`config.mk`:
```
export PLATFORM = sky130hd
export DESIGN_NAME = peripheral_timer
export DESIGN_NICKNAME = d
export VERILOG_FILES = /design/src/rtl/peripheral_timer.sv
export SDC_FILE = /design/constraint.sdc
export NUM_CORES = 1
export LEC_CHECK = 0
export ABC_AREA = 1
export CAP_MARGIN = 20
export CORE_AREA = 2 2 90 92
export DETAILED_ROUTE_END_ITERATION = 8
export DIE_AREA = 0 0 92 94
export DONT_BUFFER_PORTS = 1
export GPL_TIMING_DRIVEN = 0
export PLACE_DENSITY = 0.71
export SYNTH_ARGS = -nofsm -noshare
export SYNTH_HDL_FRONTEND = slang
export SYNTH_SLANG_ARGS = --single-unit
```
`constraint.sdc`:
```
create_clock -name clk -period 3.34 [get_ports clk]
set_input_delay 0.167 -clock clk [delete_from_list [all_inputs] [get_ports clk]]
set_output_delay 0.167 -clock clk [all_outputs]
set_load 0.05 [all_outputs]
```
`src/rtl/peripheral_timer.sv`:
```
// Programmable prescaled 16-bit down-counting timer on the J1 I/O bus.
// Optional capture input enabled by defining TIMER_CAPTURE_EN.
module peripheral_timer #(
    parameter int CNT_W = 16,
    parameter int PRE_W = 16
) (
    input  logic        clk,
    input  logic        rst,
    input  logic [15:0] d_in,
    input  logic        cs,
    input  logic [3:0]  addr,
    input  logic        rd,
    input  logic        wr,
`ifdef TIMER_CAPTURE_EN
    input  logic        cap_in,
`endif
    output logic [15:0] d_out,
    output logic        irq
);

    localparam logic [3:0] ADDR_CTRL     = 4'h0;
    localparam logic [3:0] ADDR_PRESCALE = 4'h2;
    localparam logic [3:0] ADDR_RELOAD   = 4'h4;
    localparam logic [3:0] ADDR_COUNT    = 4'h6;
    localparam logic [3:0] ADDR_STATUS   = 4'h8;
    localparam logic [3:0] ADDR_CAPTURE  = 4'hA;

    logic             en_r;
    logic             auto_r;
    logic             irq_en_r;
    logic [PRE_W-1:0] prescale_r;
    logic [PRE_W-1:0] pcnt_r;
    logic [CNT_W-1:0] reload_r;
    logic [CNT_W-1:0] count_r;
    logic             expired_r;
    logic [CNT_W-1:0] capture_s;
    logic             captured_s;

    logic wr_ctrl_s;
    logic wr_prescale_s;
    logic wr_reload_s;
    logic wr_count_s;
    logic wr_status_s;
    logic tick_s;
    logic expire_s;
    logic [15:0] rd_data_s;
    logic [15:0] count_ext_s;
    logic [15:0] reload_ext_s;
    logic [15:0] prescale_ext_s;
    logic [15:0] capture_ext_s;

    // Write strobe decode per register.
    always_comb begin
        wr_ctrl_s     = 1'b0;
        wr_prescale_s = 1'b0;
        wr_reload_s   = 1'b0;
        wr_count_s    = 1'b0;
        wr_status_s   = 1'b0;
        if (cs && wr) begin
            case (addr)
                ADDR_CTRL:     wr_ctrl_s     = 1'b1;
                ADDR_PRESCALE: wr_prescale_s = 1'b1;
                ADDR_RELOAD:   wr_reload_s   = 1'b1;
                ADDR_COUNT:    wr_count_s    = 1'b1;
                ADDR_STATUS:   wr_status_s   = 1'b1;
                default:       wr_ctrl_s     = 1'b0;
            endcase
        end else begin
            wr_ctrl_s = 1'b0;
        end
    end

    // A software COUNT load in the tick cycle suppresses the expiry.
    assign tick_s   = en_r && (pcnt_r == prescale_r);
    assign expire_s = tick_s && (count_r == CNT_W'(0)) && !wr_count_s;

    // Control register; a CTRL write beats the one-shot auto-clear of EN.
    always_ff @(posedge clk or negedge rst) begin
        if (!rst) begin
            en_r     <= 1'b0;
            auto_r   <= 1'b0;
            irq_en_r <= 1'b0;
        end else if (wr_ctrl_s) begin
            en_r     <= d_in[0];
            auto_r   <= d_in[1];
            irq_en_r <= d_in[2];
        end else if (expire_s && !auto_r) begin
            en_r     <= 1'b0;
        end
    end

    // Prescale and reload configuration registers.
    always_ff @(posedge clk or negedge rst) begin
        if (!rst) begin
            prescale_r <= PRE_W'(0);
            reload_r   <= CNT_W'(0);
        end else begin
            if (wr_prescale_s) begin
                prescale_r <= d_in[PRE_W-1:0];
            end
            if (wr_reload_s) begin
                reload_r <= d_in[CNT_W-1:0];
            end
        end
    end

    // Prescaler: restarts when EN goes 0->1, wraps naturally if PRESCALE drops below it.
    always_ff @(posedge clk or negedge rst) begin
        if (!rst) begin
            pcnt_r <= PRE_W'(0);
        end else if (wr_ctrl_s && d_in[0] && !en_r) begin
            pcnt_r <= PRE_W'(0);
        end else if (tick_s) begin
            pcnt_r <= PRE_W'(0);
        end else if (en_r) begin
            pcnt_r <= pcnt_r + PRE_W'(1);
        end
    end

    // Main counter: load, decrement on tick, reload on periodic expiry.
    always_ff @(posedge clk or negedge rst) begin
        if (!rst) begin
            count_r <= CNT_W'(0);
        end else if (wr_count_s) begin
            count_r <= d_in[CNT_W-1:0];
        end else if (tick_s) begin
            if (count_r != CNT_W'(0)) begin
                count_r <= count_r - CNT_W'(1);
            end else if (auto_r) begin
                count_r <= reload_r;
            end
        end
    end

    // Sticky expiry flag; a set in the same cycle as w1c wins.
    always_ff @(posedge clk or negedge rst) begin
        if (!rst) begin
            expired_r <= 1'b0;
        end else if (expire_s) begin
            expired_r <= 1'b1;
        end else if (wr_status_s && d_in[0]) begin
            expired_r <= 1'b0;
        end
    end

`ifdef TIMER_CAPTURE_EN
    logic             cap_meta_r;
    logic             cap_sync_r;
    logic             cap_prev_r;
    logic             cap_edge_s;
    logic [CNT_W-1:0] capture_r;
    logic             captured_r;

    assign cap_edge_s = cap_sync_r && !cap_prev_r;

    // Two-flop synchroniser plus edge-detect stage for cap_in.
    always_ff @(posedge clk or negedge rst) begin
        if (!rst) begin
            cap_meta_r <= 1'b0;
            cap_sync_r <= 1'b0;
            cap_prev_r <= 1'b0;
        end else begin
            cap_meta_r <= cap_in;
            cap_sync_r <= cap_meta_r;
            cap_prev_r <= cap_sync_r;
        end
    end

    // Capture register and sticky CAPTURED flag; set beats w1c.
    always_ff @(posedge clk or negedge rst) begin
        if (!rst) begin
            capture_r  <= CNT_W'(0);
            captured_r <= 1'b0;
        end else if (cap_edge_s) begin
            capture_r  <= count_r;
            captured_r <= 1'b1;
        end else if (wr_status_s && d_in[1]) begin
            captured_r <= 1'b0;
        end
    end

    assign capture_s  = capture_r;
    assign captured_s = captured_r;
`else
    assign capture_s  = CNT_W'(0);
    assign captured_s = 1'b0;
`endif

    // Zero-extend narrow registers and mux read data while cs&rd.
    always_comb begin
        count_ext_s                 = 16'h0000;
        count_ext_s[CNT_W-1:0]      = count_r;
        reload_ext_s                = 16'h0000;
        reload_ext_s[CNT_W-1:0]     = reload_r;
        prescale_ext_s              = 16'h0000;
        prescale_ext_s[PRE_W-1:0]   = prescale_r;
        capture_ext_s               = 16'h0000;
        capture_ext_s[CNT_W-1:0]    = capture_s;
        rd_data_s                   = 16'h0000;
        if (cs && rd) begin
            case (addr)
                ADDR_CTRL:     rd_data_s = {13'h0000, irq_en_r, auto_r, en_r};
                ADDR_PRESCALE: rd_data_s = prescale_ext_s;
                ADDR_RELOAD:   rd_data_s = reload_ext_s;
                ADDR_COUNT:    rd_data_s = count_ext_s;
                ADDR_STATUS:   rd_data_s = {14'h0000, captured_s, expired_r};
                ADDR_CAPTURE:  rd_data_s = capture_ext_s;
                default:       rd_data_s = 16'h0000;
            endcase
        end else begin
            rd_data_s = 16'h0000;
        end
    end

    assign d_out = rd_data_s;
    assign irq   = expired_r && irq_en_r;

endmodule
```
==> flow_metrics.tcl, run 1 <==
set metrics [dict create \
    rows 32 \
    synth_area_leaders "dfrtp_1 38%, nand2_1 22%, inv_1 8.1%, o21ai_0 7.1%, nand3_1 4.9%" \
    clock-sinks 68 \
    dp_slack_ns 1.02 \
    fin_util_pct 65.2 \
    die_h_microns 94 \
    diodes 0 \
    synth_top_cell_area_share_pct 37.6 \
    core_sq_mm 0.00761 \
    cts_buffers 9 \
    io_pins 42 \
    ys_warn_count 0 \
    fin_crit_sh_pct 71.7 \
    ant_nets 0 \
    final_nets 742 \
    drtPass1Iterations 5 \
    cp_max_fo 10 \
    cts_tree "done" \
    syn-num-nets 721 \
    cp.required_ns 3.17 \
    period_minus_slack_ns 2.39 \
    setup_tns_ns 0 \
    relSlewSlack_pct 40.5 \
    powerDensity_mw_per_mm2 857 \
    fillers 719 \
    final_cells 821 \
    start_util_pct 59.4 \
    viasPerCell 5.60 \
    skew_ns 0.00866 \
    timing_hold_violations_final 0 \
    fmax_ghz 0.418 \
    netlist_area_sq_mm 0.00452 \
    h-tree-depth 3 \
    cts_resized 0 \
    cp-start-kind "input port" \
    die_x_microns 92 \
    synth_seq_area_share_pct 37.6 \
    rsz0062_at_grt "false" \
    die-area_sq_mm 0.00865 \
    drv_cap 0 \
    cts_setup_buffers 0 \
    syn2layout_area_growth_pct 9.77 \
    ir_drop_mv 0.497 \
    path_class "input port to output port" \
    place_inst 795 \
    drc 0 \
    status "finished, final reports clean" \
    drt-initial-drc-count 371 \
    setup_viol 0 \
    grt_pass1_vias 4457 \
    clkSlewWorstSetupHoldPaths_ns 0.08 \
    grt_max_degree 69 \
    slew_viol_final 0 \
    overflow 0 \
    antenna_found_initial 0 \
    ys_types 33 \
    avgSynthCellArea_sq_um 6.52 \
    postSynthCellCount 693 \
    clk_latency_ns 0.36 \
    end_kind "output port" \
    ys_ff_latch 68 \
    grt_usage_pct 33.0 \
    crit_arrival_ns 2.23 \
    wl_microns 13300 \
    post-synth-top-area-cell "dfrtp_1" \
    place_hpwl_microns 9960 \
    clock_path_buffers 2 \
    gp_congestion 0.929 \
    grt_pass1_wl_microns 21900 \
    power.leakage_nw 2.63 \
    tightestPinTransition_ns 0.889 \
    layout-drive-gt1-share_pct 6.82 \
    hold_path.class "input port to flop" \
    postLayoutSetupSlackWorst_ns 0.946 \
    port_buffers 0 \
    wire_per_inst_microns 16.2 \
    dr_total_vias 4601 \
    root_buffer "clkbuf_8" \
]
path summary, 6_finish.rpt:
kind | from | end | slack (ns) | depth (start not counted)
setup / recovery | addr[1] | d_out[1] | 0.95 | 6
hold / removal | d_in[3] | reload_ext_s[3] | 0.007 | 2
setup reg to reg | count_ext_s[0] | count_ext_s[10] | 1.23 | 11
hold reg to reg | reload_ext_s[8] | reload_ext_s[8] | 0.49 | 2
max in group asynchronous | rst | en_r | 2.66 | 2
min in group asynchronous | rst | reload_ext_s[11] | 0.40 | 2
report_power, final:
part           total, mW  internal [mW]  switching, mW
clock network      0.674          0.335          0.339
logic               2.21          0.755           1.46
registers           1.37           1.07          0.297
total               4.25           2.16           2.09
through the flow:
step | hold WS (ns) | area [sq um] | power [mW]
detailed placement | -0.127 | 4650 | 3.50
floorplan | -0.129 | 4520 | 2.99
finish | 0.00672 | 4960 | 4.25
CTS | 0.000547 | 4960 | 4.21
global route | 0.00693 | 4960 | 4.66
global placement | -0.127 | 4650 | 3.45
flip-flops by register name, summed over array words and instances (netlist names):
register / count
prescale_ext_s: 16
reload_ext_s: 16
expired_r: 1
pcnt_r: 16
irq_en_r: 1
auto_r: 1
en_r: 1
count_ext_s: 16
synthesized netlist by cell type (all sizes together):
master	number
nand2	273
inv	102
dfrtp	68
nor2	65
o21ai	64
nand3	46
o22ai	12
clkbuf	11
nand4	7
xor2	7
buf	6
nor3	6
o221ai	6
xnor2	4
ha	3
or2	3
a221oi	2
o211ai	2
o21bai	2
a211oi	1
a21oi	1
clkinv	1
nand3b	1
placed cells by master, fill, tap and decap left out, drive strengths merged, types with 3 or more instances in the layout:
cell type / netlist / routed
nor2: 65 / 65
inv: 102 / 103
nand2: 273 / 273
nor3: 6 / 6
buf: 6 / 7
dlygate4sd3: 0 / 9
clkbuf: 11 / 23
o22ai: 12 / 12
xor2: 7 / 7
o21ai: 64 / 64
ha: 3 / 3
nand3: 46 / 46
xnor2: 4 / 4
o221ai: 6 / 6
or2: 3 / 3
nand4: 7 / 7
dfrtp: 68 / 68
clkinv: 1 / 4
cell type report:
type / instances / area (sq um) / area share, %
clock inverters: 4 / 31.3 / 0.630
plain buffers: 17 / 86.3 / 1.74
multi-input cells: 505 / 2340 / 47.2
inverters: 103 / 392 / 7.89
well taps: 102 / 128 / 2.57
clock buffers: 12 / 165 / 3.33
repair buffers: 10 / 118 / 2.37
flip-flops and latches: 68 / 1700 / 34.3
critical path: stages:
cell      delay (ns)
nor2_1          0.25
nand2_1         0.26
inv_1           0.20
clkbuf_1        0.45
a221oi_1        0.18
nor2_1          0.70
repair_timing:
item | 4_1_cts | 5_1_grt
setup endpoints to repair | 0 | 0
endpoints found under the hold margin | 83 | 0
hold buffers | 10 | 0
layer usage:
metal	up-vias	part of all wire, %	global-route usage, %
li1	2213	-	-
met1	2125	45	46.6
met2	232	43	50.2
met3	31	9.1	8.03
met4	0	2.3	10.3
met5	-	0	0
cells by family (layout without fill, tap and decap cells):
| family | Yosys count | in the layout | synth area share, % |
|---|---|---|---|
| buffers and inverters | 120 | 146 | 10.6 |
| AND/OR/NAND/NOR | 401 | 401 | 37.3 |
| AO/OA/AOI/OAI | 90 | 90 | 11.5 |
| adder cells (fa/ha/maj) | 3 | 3 | 0.830 |
| XOR/XNOR | 11 | 11 | 2.13 |
| flip-flops | 68 | 68 | 37.6 |
Note: power is estimated with default switching activity, not from simulation.
==> inputs of run 2 (changes only) <==
Settings changed: CORE_AREA 2 2 90 92 to 2 2 92 94, DIE_AREA 0 0 92 94 to 0 0 94 96.
Clock period 3.34 ns to 2.1 ns, I/O delays scaled along.
==> run 2 against run 1 <==
  * Clock-buffer cell count grew 1
  * Setup slack got worse by 0.81 ns
  * Largest power group unchanged
  * Sequential share of layout area shrank 1.2 points
  * Power increased by 66%
  * Design area up 3.8%
==> flow_metrics.tcl, run 2 (synthesized netlist as in run 1, its figures left out) <==
set metrics [dict create \
    status "finished, final reports clean" \
    layout-drive-gt1-share_pct 7.91 \
    powerDensity_mw_per_mm2 1370 \
    cp-start-kind "flop" \
    grt_pass1_wl_microns 20900 \
    fin_area_sq_mm 0.00515 \
    drv_cap 0 \
    layout_commonest_cell "nand2_1" \
    slew_viol_final 0 \
    final_cell_mix "268 x nand2_1, 97 x inv_1, 68 x dfrtp_1, 64 x o21ai_0, 52 x nor2_1" \
    wire_per_inst_microns 15.5 \
    gp_congestion 0.891 \
    grt_pass1_vias 4322 \
    ir_drop_mv 0.985 \
    antenna_found_initial 0 \
    setup_viol 0 \
    fmax_ghz 0.509 \
    seq_area_sq_mm 0.00170 \
    clk_latency_ns 0.34 \
    setup_tns_ns 0 \
    multi_input_comb_area_sq_mm 0.00235 \
    syn2layout_area_growth_pct 13.9 \
    cp_max_fo 5 \
    power.leakage_nw 2.70 \
    hold_path.class "input port to flop" \
    wl_microns 13000 \
    fin_util_pct 63.9 \
    timing_hold_violations_final 0 \
    port_buffers 0 \
    drtPass1Iterations 6 \
    relSlewSlack_pct 39.8 \
    period_minus_slack_ns 1.96 \
    die_h_microns 96 \
    cts_buffers 9 \
    final_nets 756 \
    io_pins 42 \
    reg2reg_depth 11 \
    die-area_sq_mm 0.00902 \
    fin_crit_sh_pct 93.5 \
    whs_path_depth 4 \
    die_x_microns 94 \
    diodes 0 \
    dr_total_vias 4506 \
    rsz0062_at_grt "false" \
    clkSlewWorstSetupHoldPaths_ns 0.08 \
    core_sq_mm 0.00805 \
    root_buffer "clkbuf_8" \
    cts_tree "done" \
    place_hpwl_microns 9840 \
    drt-initial-drc-count 302 \
    drc 0 \
    fillers 763 \
    start_util_pct 56.1 \
    grt_usage_pct 29.9 \
    grt_max_degree 69 \
    path_class "flop to output port" \
    skew_ns 0.00787 \
    p_total_mw 7.06 \
    ant_nets 0 \
    h-tree-depth 3 \
    rows 33 \
    viasPerCell 5.38 \
    tightestPinTransition_ns 0.900 \
    clock-sinks 68 \
    overflow 0 \
    clock_path_buffers 2 \
    final_cells 838 \
    placed_area_sq_mm 0.00465 \
    cp.required_ns 2.00 \
    end_kind "output port" \
    crit_arrival_ns 1.86 \
    place_inst 798 \
]
==> run 2: path summary, 6_finish.rpt <==
check	from	end	slack, ns
worst max-delay path	count_ext_s[2]	d_out[2]	0.14
worst min-delay path	d_in[12]	count_ext_s[12]	0.003
worst max register to register	count_ext_s[1]	count_ext_s[11]	0.22
worst min register to register	reload_ext_s[7]	reload_ext_s[7]	0.49
max in group asynchronous	rst	reload_ext_s[5]	1.48
min in group asynchronous	rst	irq_en_r	0.28
==> run 2: metal layers <==
layer | up-vias | share of wire [%] | GRT usage [%]
li1 | 2234 | - | -
met1 | 2095 | 44 | 38.7
met2 | 150 | 49 | 52.5
met3 | 27 | 4.4 | 3.45
met4 | 0 | 2.3 | 9.66
met5 | - | 0 | 0
==> run 2: final cells by class <==
class	count	area share, %
Clock buffer	13	3.28
Buffer	17	1.68
Timing Repair Buffer	24	4.81
Sequential cell	68	33.0
Tap cell	105	2.55
Inverter	103	7.61
Clock inverter	3	1.31
Multi-Input combinational cell	505	45.7
==> run 2: critical path, stage by stage (launching register included) <==
cell      delay, ns
dfrtp_1        0.43
inv_1          0.11
o21ai_0        0.20
a221oi_1       0.07
nor2_1         0.69
==> run 2: report_power, final <==
part	switching [mW]	leakage [nW]	internal, mW
clock network	0.523	0.116	0.768
logic	2.30	1.69	1.29
registers	0.481	0.894	1.70
total	3.30	2.70	3.76
==> run 2: what timing repair did <==
item | CTS | global route
endpoints found under the setup margin | 0 | 15
gates resized for setup | 0 | 6
setup buffers | 0 | 4
hold endpoints to repair | 112 | 1
hold buffers | 19 | 1
==> run 2: stage by stage <==
step                worst slack, ns  hold WS, ns
floorplan                     0.417       -0.191
global placement             0.0251       -0.189
detailed placement           0.0230       -0.189
CTS                          0.0201      0.00101
global route                 0.0321       0.0250
finish                        0.137      0.00334
